[src/rtl/mux_pkg.sv]
// Shared types for the N:1 scanning multiplexer: the FSM state encoding
// and the two mode-port values.
package mux_pkg;

    typedef enum logic {
        IDLE = 1'b0,
        RUN  = 1'b1
    } state_t;

    localparam logic MODE_MANUAL = 1'b0;
    localparam logic MODE_SCAN   = 1'b1;

endpackage

[src/rtl/mux_n1_comb.sv]
// Parametrised combinational N:1 channel select.
// Any index at or beyond N_CH falls through to the last channel, and the
// index actually used is reported on ch_o so the caller can tag the sample.
module mux_n1_comb #(
    parameter int N_CH   = 8,
    parameter int DATA_W = 1,
    parameter int SEL_W  = $clog2(N_CH)
) (
    input  logic [N_CH*DATA_W-1:0] din_i,
    input  logic [SEL_W-1:0]       idx_i,
    output logic [DATA_W-1:0]      dat_o,
    output logic [SEL_W-1:0]       ch_o
);

    // Match idx against every in-range channel; otherwise keep the last-channel default.
    always_comb begin
        ch_o  = SEL_W'(N_CH - 1);
        dat_o = din_i[(N_CH-1)*DATA_W +: DATA_W];
        for (int k = 0; k < N_CH - 1; k++) begin
            if (idx_i == SEL_W'(k)) begin
                ch_o  = SEL_W'(k);
                dat_o = din_i[k*DATA_W +: DATA_W];
            end
        end
    end

endmodule

[src/rtl/mux_n1_scan.sv]
// N:1 multiplexer with registered, ready/valid-handshaked output and an
// optional auto-scan channel sequencer.
//
// Build option: define MUX_N1_SCAN_EN to enable auto-scan. Without it the
// mode input is ignored (always manual) and no scan counter exists.
//
// state | meaning
// ------+-------------------------------------------------------------
// IDLE  | not running; no sample loaded, waiting for en
// RUN   | loading samples whenever the output register is free/accepted;
//       | stays here after en falls until a stalled sample is accepted
module mux_n1_scan
    import mux_pkg::*;
#(
    parameter int N_CH   = 8,
    parameter int DATA_W = 1,
    parameter int SEL_W  = $clog2(N_CH)
) (
    input  logic                   clk,
    input  logic                   rst,
    input  logic [N_CH*DATA_W-1:0] din,
    input  logic [SEL_W-1:0]       sel,
    input  logic                   en,
    input  logic                   mode,
    input  logic                   out_ready,
    output logic [DATA_W-1:0]      dout,
    output logic [SEL_W-1:0]       dout_ch,
    output logic                   dout_valid
);

    state_t              state_q, state_d;
    logic                load;
    logic                slot_free;
    logic [SEL_W-1:0]    sel_idx;
    logic [DATA_W-1:0]   mux_dat;
    logic [SEL_W-1:0]    mux_ch;
    logic [DATA_W-1:0]   dout_q, dout_d;
    logic [SEL_W-1:0]    dout_ch_q, dout_ch_d;
    logic                dout_valid_q, dout_valid_d;

    // Output register can take a new sample: empty, or its sample leaves this cycle.
    assign slot_free = !dout_valid_q || out_ready;

`ifdef MUX_N1_SCAN_EN
    logic [SEL_W-1:0] scan_cnt_q, scan_cnt_d;

    assign sel_idx = (mode == MODE_SCAN) ? scan_cnt_q : sel;

    // Scan pointer advances only when a scan-mode sample is actually loaded.
    always_comb begin
        scan_cnt_d = scan_cnt_q;
        if (load && (mode == MODE_SCAN)) begin
            if (scan_cnt_q == SEL_W'(N_CH - 1)) begin
                scan_cnt_d = '0;
            end else begin
                scan_cnt_d = scan_cnt_q + 1'b1;
            end
        end
    end

    // Scan pointer register.
    always_ff @(posedge clk) begin
        if (rst) begin
            scan_cnt_q <= '0;
        end else begin
            scan_cnt_q <= scan_cnt_d;
        end
    end
`else
    // Scan disabled: mode has no effect, kept only so the port list is build-independent.
    logic mode_unused;
    assign mode_unused = mode;
    assign sel_idx     = sel;
`endif

    mux_n1_comb #(
        .N_CH   (N_CH),
        .DATA_W (DATA_W),
        .SEL_W  (SEL_W)
    ) u_comb (
        .din_i (din),
        .idx_i (sel_idx),
        .dat_o (mux_dat),
        .ch_o  (mux_ch)
    );

    // FSM state register.
    always_ff @(posedge clk) begin
        if (rst) begin
            state_q <= IDLE;
        end else begin
            state_q <= state_d;
        end
    end

    // Next-state and load decode; RUN is held while a sample is stalled so it is never lost.
    always_comb begin
        state_d = state_q;
        load    = 1'b0;
        case (state_q)
            IDLE: begin
                if (en) begin
                    state_d = RUN;
                end
            end
            RUN: begin
                if (en) begin
                    load = slot_free;
                end else if (slot_free) begin
                    state_d = IDLE;
                end
            end
            default: begin
                state_d = IDLE;
            end
        endcase
    end

    // Output register next value: load a new sample, drop an accepted one, else hold.
    always_comb begin
        dout_d       = dout_q;
        dout_ch_d    = dout_ch_q;
        dout_valid_d = dout_valid_q;
        if (load) begin
            dout_d       = mux_dat;
            dout_ch_d    = mux_ch;
            dout_valid_d = 1'b1;
        end else if (dout_valid_q && out_ready) begin
            dout_valid_d = 1'b0;
        end
    end

    // Output register; reset discards any pending sample.
    always_ff @(posedge clk) begin
        if (rst) begin
            dout_q       <= '0;
            dout_ch_q    <= '0;
            dout_valid_q <= 1'b0;
        end else begin
            dout_q       <= dout_d;
            dout_ch_q    <= dout_ch_d;
            dout_valid_q <= dout_valid_d;
        end
    end

    assign dout       = dout_q;
    assign dout_ch    = dout_ch_q;
    assign dout_valid = dout_valid_q;

endmodule

[config.mk]
export PLATFORM = sky130hd
export DESIGN_NAME = mux_n1_scan
export DESIGN_NICKNAME = d
export VERILOG_FILES = /design/src/rtl/mux_pkg.sv /design/src/rtl/mux_n1_comb.sv /design/src/rtl/mux_n1_scan.sv
export SDC_FILE = /design/constraint.sdc
export NUM_CORES = 1
export LEC_CHECK = 0
export CAP_MARGIN = 25
export CORE_AREA = 2 2 39 41
export DETAILED_ROUTE_END_ITERATION = 6
export DIE_AREA = 0 0 41 43
export DONT_BUFFER_PORTS = 1
export GPL_TIMING_DRIVEN = 0
export PLACE_DENSITY = 0.32
export SYNTH_ARGS = -nofsm -noshare
export SYNTH_HDL_FRONTEND = slang
export SYNTH_SLANG_ARGS = --single-unit
[constraint.sdc]
create_clock -name clk -period 2.5 [get_ports clk]
set_clock_uncertainty 0.2 [all_clocks]
set_input_delay 0.5 -clock clk [delete_from_list [all_inputs] [get_ports clk]]
set_output_delay 0.5 -clock clk [all_outputs]
set_load 0.02 [all_outputs]
==> run summary <==
- finished, final reports clean — outcome
- 46 — Syn Nets
- 0 ns — setup tns final
- 0.04 ns — clock-pin slew on the worst setup and hold paths
- 0 — ant diodes
- 0.120 ns — tightest hold margin
- 41 um — die width
- 1.39 ns — CP Data Arrival Time
- input port — critical path launch point type
- 166 uW — Internal Pwr Total
- 49 — Post-Layout Cell Count
- 0 — drt drc
- 0 — Post-CTS Setup Inserts
- 21 — I/O pin count
- 18.2% — share of cells above drive strength 1
- 46 — instance count after placement with tap cells included
- false — setup repair after global routing missed its margin
- 0.193 mV — worst voltage drop across the vdd grid
- flop — Critical Path End Type
- 9.1% — combinational fraction of design power
- input port to flop — category of the most critical setup path
- 9.26% — global routing usage summed across all routing layers
- sky130_fd_sc_hd__dfxtp_1 (6), sky130_fd_sc_hd__a21oi_1 (5), sky130_fd_sc_hd__mux2i_1 (4) — leading post-synthesis cells by instance count
- 2 — maximum buffer depth of the clock tree
- input port to flop — worst min-delay path category
- 164 um2 — multi-input combinational cell area
- 650 um — Total Wirelength
- built — TritonCTS clock tree
- sky130_fd_sc_hd__clkbuf_4 — root buf cell
- 21.3% — starting density of the core
- 627 mW/mm2 — power density over cell area
- 2 — DRT Pass-1 Iters
- 50.7% — Reg power frac
- 0 — Final Hold Viols
- 21.7% — switching power as a share of total power
- 0 — total overflow reported by the global router
- 30 — Post-Synthesis Cells
- 0.00176 mm2 — total die area
- 6 — Sinks on Clock Net
- 7 — maximum number of pins on one net before global-route repair
- sky130_fd_sc_hd__dfxtp_1 (41%), sky130_fd_sc_hd__mux2i_1 (14%), sky130_fd_sc_hd__a21oi_1 (8.5%) — biggest area contributors in the synthesized netlist
- 212 uW — total power
- 0 — count of max-cap constraint violations
- 5.00 — vias per cell
- 120 um2 — area taken by flip-flops and latches
- sky130_fd_sc_hd__dfxtp_1 — dominant cell by count in the synthesized netlist
- 1 — Max H-tree Level
- 6 — count of state elements after synthesis
- 0 — number of setup violations in the final report
- sky130_fd_sc_hd__dfxtp_1 — top cell type by total area after synthesis
- 40.7% — Seq/Total Area, Yosys
- 243 — via count of the first global-routing pass
- 40.3% — power share of the clock group
- 0 — post_cts resized
- 1060 um — global-route wire length before repair
- 2.46 ns — required time reported for the critical path endpoint
- 245 — number of vias after detailed routing
- 51 — final net count
- 0 — number of hold buffers added after CTS
- 2 — violation count after the first detailed-route iteration
- sky130_fd_sc_hd__dfxtp_1 — flip-flop cell with the highest count after synthesis
- 0.00138 mm2 — Core Area
- 0 — number of antenna violations at the first check in global routing
- 295 um2 — total standard cell area after synthesis
- 0 — remaining number of nets flagged by the antenna check after routing
- 0 — EDFF count, synth
- 1.43 ns — minimum clock period
- 13.3 um — per-cell routed wire length
- 3 — cts bufs inserted
- 40.7% — proportion of netlist area held by the largest area contributor
- 0 — Port Buf Inserts
- 9.84 um2 — average cell area after synthesis
- 0 — Ys Warns
- 14.4% — Area growth, synth to finish
- 315 um2 — instance area at placement
- 0 — final-report max-slew violation count
- 0.000122 uW — leakage power summed over all cells
- 5 — biggest fanout along the worst timing path
- 700 MHz — peak clock frequency supported by timing
- 0.773 — Final GP Congestion
- 0% — async set or reset register ratio after synthesis
- 338 um2 — post-route standard cell area excluding fillers
- 80.4% — slew margin rel.
- 13 — synth unique cells
- 57.2% — Final period util
- 14 — Placement Rows
- 45.9 uW — Switching Power
- 0.293 ns — pin slew with the least headroom to its limit
- 0.23 ns — source-to-sink clock delay at the later pin of the worst-skew pair
- 156 — Fillers
- 43 um — y dimension of the die
## critical path, stage by stage
cell and delay, ns:
sky130_fd_sc_hd__buf_6 0.11, sky130_fd_sc_hd__mux2i_1 0.10, sky130_fd_sc_hd__mux4_2 0.47, sky130_fd_sc_hd__a211oi_2 0.21
## path summary, 6_finish.rpt
kind                            slack (ns)  startpoint  cells past startpoint         end
worst max-delay path                  1.07      sel[0]                      4        dout
worst min-delay path                  0.12         rst                      1        dout
worst max register to register        1.16  dout_valid                      3  dout_ch[1]
worst min register to register        0.35     state_q                      2  dout_ch[2]
## cells by family after synthesis
logic type	after synthesis	synth area share (%)
AND/OR/NAND/NOR	8	14.4
multiplexers	5	21.2
buffers and inverters	1	3.81
flip-flops	6	40.7
AO/OA/AOI/OAI	10	19.9
## power by group through the flow
stage | clock [uW] | combinational, uW | sequential [uW]
after detailed placement | 0 | 19.6 | 109
after global placement | 0 | 19.3 | 109
after CTS | 91.3 | 19.6 | 107
final | 85.3 | 19.2 | 107
after floorplan | 0 | 17.5 | 108
after global routing | 97.1 | 21.4 | 108
## stage by stage
step / setup WS, ns / util [%]
floorplan: 0.845 / -
global placement: 0.813 / 22.8
detailed placement: 0.816 / 22.8
CTS: 1.07 / 24.4
global route: 1.04 / 24.4
finish: 1.07 / 24.4
## layer usage
| layer | share of wire, % | wire (um) | track usage [%] | vias to the layer above |
|---|---|---|---|---|
| li1 | - | - | - | 124 |
| met1 | 36 | 234 | 9.39 | 112 |
| met2 | 55 | 357 | 13.8 | 7 |
| met3 | 8.0 | 52 | 5.24 | 2 |
| met4 | 0.77 | 5 | 6.00 | 0 |
| met5 | 0 | 0 | 0 | - |
## cell usage in the layout, fill, tap and decap left out, drive strengths merged
cell,Yosys,routed
a211oi,1,1
a21oi,5,5
a31oi,1,1
buf,1,1
clkbuf,0,3
dfxtp,6,6
mux2i,4,4
mux4,1,1
nand2,1,1
nand2b,1,1
nand4,3,3
nor2,2,2
nor2b,1,1
o21ai,3,3
## state kept, by name (all words and copies together) (netlist names)
name,flops
dout_ch,3
dout,1
state_q,1
dout_valid,1
## area by class of cell
cell class	count	share of cell area (%)
tap	16	5.93
multi-input combinational	23	48.5
sequential	6	35.6
buffer	1	3.33
clock buffer	3	6.67
(Power assumes the default switching activity.)
